**src/rtl/sdram_rw_arbiter_if.sv**
```systemverilog
// Burst command handshake between the frame-buffer arbiter (master) and the
// SDRAM controller (slave).
interface sdram_rw_arbiter_if #(
    parameter int ADDR_W = 24
);
    logic              cmd_req;
    logic              cmd_wr;
    logic [ADDR_W-1:0] cmd_addr;
    logic [9:0]        cmd_len;
    logic              cmd_ack;
    logic              cmd_done;

    modport master (
        output cmd_req, cmd_wr, cmd_addr, cmd_len,
        input  cmd_ack, cmd_done
    );

    modport slave (
        input  cmd_req, cmd_wr, cmd_addr, cmd_len,
        output cmd_ack, cmd_done
    );
endinterface

```
**src/rtl/sdram_rw_arbiter.sv**
```systemverilog
// Round-robin burst arbiter between the camera write FIFO and the VGA read FIFO,
// double-buffering whole frames in SDRAM.
module sdram_rw_arbiter #(
    parameter int ADDR_W      = 24,
    parameter int BURST_LEN   = 256,
    parameter int FRAME_WORDS = 786432,
    parameter int BUF1_BASE   = 24'h0C0000,
    parameter int RD_THRESH   = 256
) (
    input  logic               clk,
    input  logic               rst,
    input  logic               init_done,
    input  logic [9:0]         wr_fifo_usedw,
    input  logic [9:0]         rd_fifo_usedw,
    input  logic               wr_frame_start,
    input  logic               rd_frame_start,
    sdram_rw_arbiter_if.master bus,
    output logic               wr_buf,
    output logic               rd_buf,
    output logic               busy
);

    typedef enum logic [1:0] {WAIT_INIT, ARB, REQ, BUSY} state_t;

    localparam logic [ADDR_W-1:0] BURST_A  = ADDR_W'(BURST_LEN);
    localparam logic [ADDR_W-1:0] FRAME_A  = ADDR_W'(FRAME_WORDS);
    localparam logic [ADDR_W-1:0] BUF1_A   = ADDR_W'(BUF1_BASE);
    localparam logic [ADDR_W-1:0] RD_LAST  = FRAME_A - BURST_A;
    localparam logic [10:0]       BURST_U  = 11'(BURST_LEN);
    localparam logic [10:0]       THRESH_U = 11'(RD_THRESH);
    localparam logic [9:0]        LEN_C    = 10'(BURST_LEN);

    state_t            state, state_n;
    logic [ADDR_W-1:0] wr_off, rd_off, wr_off_n, rd_off_n, wr_sum, rd_sum;
    logic [ADDR_W-1:0] addr_q, grant_addr;
    logic [9:0]        len_q;
    logic              req_q, wr_q, last_wr;
    logic              done_buf, done_buf_n, wr_buf_n, rd_buf_n;
    logic              wr_pend, rd_pend, wr_pend_n, rd_pend_n;
    logic              wr_active, rd_active, done_evt, apply_wr, apply_rd;
    logic              wr_cand, rd_cand, grant, grant_wr;

    assign bus.cmd_req  = req_q;
    assign bus.cmd_wr   = wr_q;
    assign bus.cmd_addr = addr_q;
    assign bus.cmd_len  = len_q;
    assign busy         = (state == BUSY);

    // Frame-start pulses for the channel with a burst in flight wait for cmd_done,
    // so the burst completes against the buffer and offset it was issued with.
    always_comb begin
        wr_active = ((state == REQ) || (state == BUSY)) && wr_q;
        rd_active = ((state == REQ) || (state == BUSY)) && !wr_q;
        done_evt  = (state == BUSY) && bus.cmd_done;

        wr_sum = (done_evt && wr_q) ? wr_off + BURST_A : wr_off;
        rd_sum = rd_off;
        if (done_evt && !wr_q) begin
            rd_sum = (rd_off == RD_LAST) ? '0 : rd_off + BURST_A;
        end

        apply_wr = (wr_frame_start && !wr_active) ||
                   (done_evt && wr_q && (wr_pend || wr_frame_start));
        apply_rd = (rd_frame_start && !rd_active) ||
                   (done_evt && !wr_q && (rd_pend || rd_frame_start));

        wr_off_n   = wr_sum;
        wr_buf_n   = wr_buf;
        done_buf_n = done_buf;
        wr_pend_n  = wr_pend || wr_frame_start;
        if (apply_wr) begin
            wr_off_n  = '0;
            wr_pend_n = 1'b0;
            if (wr_sum == FRAME_A) begin
                done_buf_n = wr_buf;
                wr_buf_n   = !wr_buf;
            end
        end

        // A read frame start coinciding with a completed write frame picks up the new buffer.
        rd_off_n  = rd_sum;
        rd_buf_n  = rd_buf;
        rd_pend_n = rd_pend || rd_frame_start;
        if (apply_rd) begin
            rd_off_n  = '0;
            rd_pend_n = 1'b0;
            rd_buf_n  = done_buf_n;
        end
    end

    always_comb begin
        state_n  = state;
        grant    = 1'b0;
        grant_wr = 1'b0;
        wr_cand  = ({1'b0, wr_fifo_usedw} >= BURST_U) && (wr_off_n < FRAME_A);
        rd_cand  = ({1'b0, rd_fifo_usedw} <= THRESH_U);
        case (state)
            WAIT_INIT: if (init_done) state_n = ARB;
            ARB: begin
                grant    = wr_cand || rd_cand;
                grant_wr = (wr_cand && rd_cand) ? !last_wr : wr_cand;
                if (grant) state_n = REQ;
            end
            REQ:  if (bus.cmd_ack)  state_n = BUSY;
            BUSY: if (bus.cmd_done) state_n = ARB;
            default: state_n = WAIT_INIT;
        endcase
        grant_addr = grant_wr ? ((wr_buf_n ? BUF1_A : '0) + wr_off_n)
                              : ((rd_buf_n ? BUF1_A : '0) + rd_off_n);
    end

    always_ff @(posedge clk) begin
        if (rst) state <= WAIT_INIT;
        else     state <= state_n;
    end

    always_ff @(posedge clk) begin
        if (rst) begin
            req_q    <= 1'b0;
            wr_q     <= 1'b0;
            addr_q   <= '0;
            len_q    <= '0;
            wr_off   <= '0;
            rd_off   <= '0;
            wr_buf   <= 1'b0;
            rd_buf   <= 1'b1;
            done_buf <= 1'b1;
            last_wr  <= 1'b0;
            wr_pend  <= 1'b0;
            rd_pend  <= 1'b0;
        end else begin
            wr_off   <= wr_off_n;
            rd_off   <= rd_off_n;
            wr_buf   <= wr_buf_n;
            rd_buf   <= rd_buf_n;
            done_buf <= done_buf_n;
            wr_pend  <= wr_pend_n;
            rd_pend  <= rd_pend_n;
            if (grant) begin
                req_q   <= 1'b1;
                wr_q    <= grant_wr;
                addr_q  <= grant_addr;
                len_q   <= LEN_C;
                last_wr <= grant_wr;
            end else if ((state == REQ) && bus.cmd_ack) begin
                req_q <= 1'b0;
            end
        end
    end

endmodule

```
**src/flat_wrapper.sv**
```systemverilog
// flat-port wrapper written by rule: the top's interface ports become plain ports
module sdram_rw_arbiter_flat 
#(
    parameter int ADDR_W      = 24,
    parameter int BURST_LEN   = 256,
    parameter int FRAME_WORDS = 786432,
    parameter int BUF1_BASE   = 24'h0C0000,
    parameter int RD_THRESH   = 256
)
  (clk, rst, init_done, wr_fifo_usedw, rd_fifo_usedw, wr_frame_start, rd_frame_start, wr_buf, rd_buf, busy, bus_cmd_req, bus_cmd_wr, bus_cmd_addr, bus_cmd_len, bus_cmd_ack, bus_cmd_done);
  sdram_rw_arbiter_if #(.ADDR_W(ADDR_W)) bus_i ();
  input  logic clk;
  input  logic rst;
  input  logic init_done;
  input  logic [9:0] wr_fifo_usedw;
  input  logic [9:0] rd_fifo_usedw;
  input  logic wr_frame_start;
  input  logic rd_frame_start;
  output logic wr_buf;
  output logic rd_buf;
  output logic busy;
  output wire logic [$bits(bus_i.cmd_req)-1:0] bus_cmd_req;
  output wire logic [$bits(bus_i.cmd_wr)-1:0] bus_cmd_wr;
  output wire logic [$bits(bus_i.cmd_addr)-1:0] bus_cmd_addr;
  output wire logic [$bits(bus_i.cmd_len)-1:0] bus_cmd_len;
  input wire logic [$bits(bus_i.cmd_ack)-1:0] bus_cmd_ack;
  input wire logic [$bits(bus_i.cmd_done)-1:0] bus_cmd_done;
  assign bus_cmd_req = bus_i.cmd_req;
  assign bus_cmd_wr = bus_i.cmd_wr;
  assign bus_cmd_addr = bus_i.cmd_addr;
  assign bus_cmd_len = bus_i.cmd_len;
  assign bus_i.cmd_ack = bus_cmd_ack;
  assign bus_i.cmd_done = bus_cmd_done;
  sdram_rw_arbiter #(.ADDR_W(ADDR_W), .BURST_LEN(BURST_LEN), .FRAME_WORDS(FRAME_WORDS), .BUF1_BASE(BUF1_BASE), .RD_THRESH(RD_THRESH)) u_core (.clk(clk), .rst(rst), .init_done(init_done), .wr_fifo_usedw(wr_fifo_usedw), .rd_fifo_usedw(rd_fifo_usedw), .wr_frame_start(wr_frame_start), .rd_frame_start(rd_frame_start), .bus(bus_i), .wr_buf(wr_buf), .rd_buf(rd_buf), .busy(busy));
endmodule
```
**config.mk**
```make
export PLATFORM = sky130hd
export DESIGN_NAME = sdram_rw_arbiter_flat
export DESIGN_NICKNAME = d
export VERILOG_FILES = /design/src/rtl/sdram_rw_arbiter_if.sv /design/src/rtl/sdram_rw_arbiter.sv /design/src/flat_wrapper.sv
export SDC_FILE = /design/constraint.sdc
export NUM_CORES = 1
export LEC_CHECK = 0
export ABC_AREA = 1
export BUFFER_PORTS_ARGS = -buffer_cell sky130_fd_sc_hd__buf_2
export CORE_MARGIN = 8
export CORE_UTILIZATION = 50
export DETAILED_ROUTE_END_ITERATION = 12
export GPL_ROUTABILITY_DRIVEN = 0
export PLACE_DENSITY = 0.8
export SETUP_SLACK_MARGIN = 0.02
export SYNTH_ARGS = -nofsm -noshare
export SYNTH_HDL_FRONTEND = slang
export SYNTH_SLANG_ARGS = --single-unit
export TNS_END_PERCENT = 1
```
**constraint.sdc**
```tcl
create_clock -name clk -period 3.56 [get_ports clk]
set_clock_uncertainty 0.2 [all_clocks]
set_input_delay 0.712 -clock clk [delete_from_list [all_inputs] [get_ports clk]]
set_output_delay 0.712 -clock clk [all_outputs]
set_load 0.1 [all_outputs]
```
==> impl_metrics.sql <==
INSERT INTO impl_metrics (metric_group, metric, value, unit) VALUES
('placement', 'placement.cell_area', '0.005453', 'mm²'),
('logic_synthesis', 'synth_async_sr_flop_share', '0', '%'),
('power_and_ir_drop', 'total_leakage_power', '2.921', 'nW'),
('routing', 'detailroute.wirelength.met2', '6112', 'µm'),
('logic_synthesis', 'syn-mean-instance-area', '6.342', 'µm²'),
('sta', 'report.final.hold_viol_count', '0', ''),
('sta', 'timing.final.crit_share', '94.50', '%'),
('sta', 'worst_pin_slew', '0.8556', 'ns'),
('sta', 'finalCriticalPeriod', '3.364', 'ns'),
('power_and_ir_drop', 'total_switching_power', '1.754', 'mW'),
('clock_tree', 'cts.root.buffer_cell', 'clkbuf_8', ''),
('setup_path', 'critPathCaptureType', 'flip-flop', ''),
('logic_synthesis', 'mappedNetlistArea', '0.004883', 'mm²'),
('routing', 'routed_via_density', '4.868', ''),
('clock_tree', 'ctsHoldBuffers', '0', ''),
('power_and_ir_drop', 'sequential_fraction_of_design_power', '31.9', '%'),
('setup_path', 'regToRegStartpoint', 'u_core.state[1]$_SDFFE_PP0P_', ''),
('setup_path', 'cp_data_arrival_time', '3.40', 'ns'),
('routing', 'wl_met1', '5425', 'µm'),
('floorplanning', 'design.core.area', '0.009639', 'mm²'),
('global_route', 'grt_max_degree', '56', ''),
('power_and_ir_drop', 'combinational_share_of_power', '48.2', '%'),
('routing', 'final_antenna_net_count', '0', ''),
('cells_and_area', 'area_growth_syn_to_layout', '19.47', '%'),
('global_route', 'grt.total_usage', '18.50', '%'),
('floorplanning', 'die-height', '114.8', 'µm'),
('clock_tree', 'h-tree-depth', '3', ''),
('power_and_ir_drop', 'fin_total_pwr', '3.418', 'mW'),
('power_and_ir_drop', 'power_density', '585.8', 'mW/mm²'),
('logic_synthesis', 'synth_cell_types', '39', ''),
('power_and_ir_drop', 'p_int', '1.664', 'mW'),
('sta', 'setup_violations', '0', ''),
('status', 'run_status', 'finished clean', ''),
('power_and_ir_drop', 'power.ir.vdd_worst', '0.3337', 'mV'),
('power_and_ir_drop', 'switching_part_of_the_total_power', '51.30', '%'),
('cells_and_area', 'postLayoutCoreUtil', '60.53', '%'),
('routing', 'postRouteWirelength', '12260', 'µm'),
('floorplanning', 'std_cell_rows', '36', ''),
('clock_tree', 'cts_clock_pin_slew_for_the_worst_setup_and_hold_paths', '0.10', 'ns'),
('setup_path', 'worst-setup-path-type', 'flip-flop to flip-flop', ''),
('routing', 'met3_wirelength', '553', 'µm'),
('cells_and_area', 'fin_nets', '892', ''),
('global_route', 'grt_remaining_overflow', '0', ''),
('routing', 'wire_per_inst', '12.37', 'µm'),
('cells_and_area', 'design_area', '0.005834', 'mm²'),
('routing', 'vias', '4824', ''),
('logic_synthesis', 'synth-main-ff-cell', 'dfxtp_1', ''),
('floorplanning', 'start_util', '50.66', '%'),
('clock_tree', 'cts_inserted_buffers', '9', ''),
('setup_path', 'crit_path_max_fanout', '5', ''),
('sta', 'worst_slew_margin_rel', '42.60', '%'),
('setup_path', 'r2r-end', 'u_core.bus.cmd_addr[22]$_SDFFE_PP0P_', ''),
('routing', 'drc_errors_left', '0', ''),
('floorplanning', 'die_area', '0.01318', 'mm²'),
('power_and_ir_drop', 'power.share.clock', '19.8', '%'),
('setup_path', 'worstSetupEndpoint', 'u_core.bus.cmd_addr[22]$_SDFFE_PP0P_', ''),
('cells_and_area', 'num_antenna_cells', '0', ''),
('clock_tree', 'ctsLongestPathBuffers', '2', ''),
('clock_tree', 'clkSinkCount', '82', ''),
('logic_synthesis', 'number_of_synthesized_register_bits', '82', ''),
('clock_tree', 'tritoncts', 'yes', ''),
('logic_synthesis', 'count_of_flip_flops_with_a_built_in_enable_after_synthesis', '0', ''),
('placement', 'post-dp-hpwl', '8789', 'µm'),
('routing', 'drt_iter0_markers', '251', ''),
('clock_tree', 'clk_latency', '0.37', 'ns'),
('setup_path', 'timing.reg2reg.setup_slack', '0.20', 'ns'),
('flow_run', 'max_cap_violations', '0', ''),
('logic_synthesis', 'synth_seq_area_share', '33.62', '%'),
('floorplanning', 'floorplan.die.width', '114.8', 'µm'),
('logic_synthesis', 'yosys_warnings', '0', ''),
('routing', 'drtPass1Iterations', '4', '');
area by class of cell:
cell class	instances	area, µm²
timing repair buffer	100	638.1
inverter	119	449.2
clock inverter	7	68.82
fill	934	3805
clock buffer	9	123.9
multi-input combinational	541	2739
tap	133	166.4
sequential	82	1649
critical path, cell delays in order (launching register included):
cell and delay [ns]:
dfxtp_4 0.38, ha_4 0.19, nand2_4 0.08, nor2_8 0.15
nand2_4 0.09, nor2_8 0.13, buf_4 0.12, nand3_1 0.06
nand2_1 0.12, nand3_1 0.11, nor2_2 0.15, nand4_1 0.14
nand2_2 0.11, nand2_2 0.08, nand2_4 0.09, ha_4 0.14
inv_1 0.05, fa_2 0.37, nor2_2 0.12, nand2_1 0.06
nand2_1 0.05, nand2_1 0.04, nand2_1 0.05, inv_1 0.05
nand2_1 0.05, a21oi_1 0.05
cells in the mapped netlist, types with 3 or more instances:
master	number	area [µm²]
nand2_1	211	792.0
nor2_1	146	548.0
inv_1	116	435.4
dfxtp_1	82	1642
nand4_1	35	219.0
nand3_1	32	160.2
nor3_1	31	155.2
buf_4	15	112.6
clkbuf_1	14	52.55
a21oi_1	12	60.06
ha_1	10	125.1
xor2_1	10	87.58
o21ai_0	6	30.03
nor4_1	5	31.28
buf_2	4	20.02
nand2_2	4	25.02
nand3_2	4	40.04
buf_6	3	33.78
nand2_4	3	33.78
nor2_8	3	60.06
cells in the final DEF, fill, tap and decap left out, drive strengths merged, types with 13 or more instances in the layout:
master	n
dfxtp	82
nor3	31
a21oi	13
nand4	36
nor2	151
nand2	218
nand3	37
inv	123
buf	100
sequential cells by signal, indices dropped and copies added, names as in the netlist:
signal / flops
u_core.done_buf: 1
u_core.rd_buf: 1
u_core.rd_off: 24
u_core.wr_pend: 1
u_core.wr_buf: 1
u_core.bus.cmd_wr: 1
u_core.state: 2
u_core.bus.cmd_len: 1
u_core.bus.cmd_addr: 24
u_core.rd_pend: 1
u_core.bus.cmd_req: 1
u_core.wr_off: 24
power by group through the flow:
stage               logic, mW  registers, mW  clock network (mW)
finish                   1.65           1.09               0.678
global route             1.77           1.11               0.734
CTS                      1.59           1.09               0.691
detailed placement       1.58           1.11                   0
global placement         1.57           1.10                   0
floorplan               0.658           1.75                   0
worst min-delay path by stage:
stage	startpoint	end	slack [ns]	cells after the start
finish	u_core.rd_off[5]$_SDFF_PP0_	u_core.rd_off[5]$_SDFF_PP0_	0.26	2
global placement	u_core.done_buf$_SDFF_PP1_	u_core.done_buf$_SDFF_PP1_	0.24	2
floorplan	u_core.done_buf$_SDFF_PP1_	u_core.done_buf$_SDFF_PP1_	0.22	2
global route	u_core.rd_off[4]$_SDFF_PP0_	u_core.rd_off[4]$_SDFF_PP0_	0.28	2
detailed placement	u_core.rd_off[5]$_SDFF_PP0_	u_core.rd_off[5]$_SDFF_PP0_	0.25	2
CTS	u_core.rd_off[5]$_SDFF_PP0_	u_core.rd_off[5]$_SDFF_PP0_	0.26	2
logic make-up after synthesis:
kind of cell    Yosys count  share of synthesized area [%]
buf+inv                 155                          13.68
other cells               1                        0.07679
xor+xnor                 12                          2.152
simple gates            483                          44.02
compound gates           24                          2.870
flops                    82                          33.62
fa+ha+maj                12                          3.382
mux                       1                         0.2050
metrics by stage:
step | std cells | setup TNS (ns) | hold WS, ns | worst slack [ns]
detailed placement | 968 | -0.6778 | 0.2464 | -0.2190
global placement | 968 | -0.4898 | 0.2383 | -0.1714
global route | 991 | -0.1231 | 0.2787 | -0.08791
CTS | 984 | 0 | 0.2630 | 0.02569
floorplan | 778 | 0 | 0.2243 | 0.02097
finish | 991 | 0 | 0.2634 | 0.1959
per-layer routing:
| metal | vias up | track usage (%) |
|---|---|---|
| li1 | 2523 | - |
| met3 | 19 | 3.834 |
| met2 | 116 | 32.65 |
| met4 | 0 | 5.954 |
| met1 | 2166 | 21.90 |
| met5 | - | 0 |
timing repair:
item | CTS | global route
resized for setup | 1 | 39
setup endpoints to repair | 1 | 5
pin swaps | 0 | 26
setup buffers | 0 | 7
No activity file was read; power rests on OpenSTA's default activity.
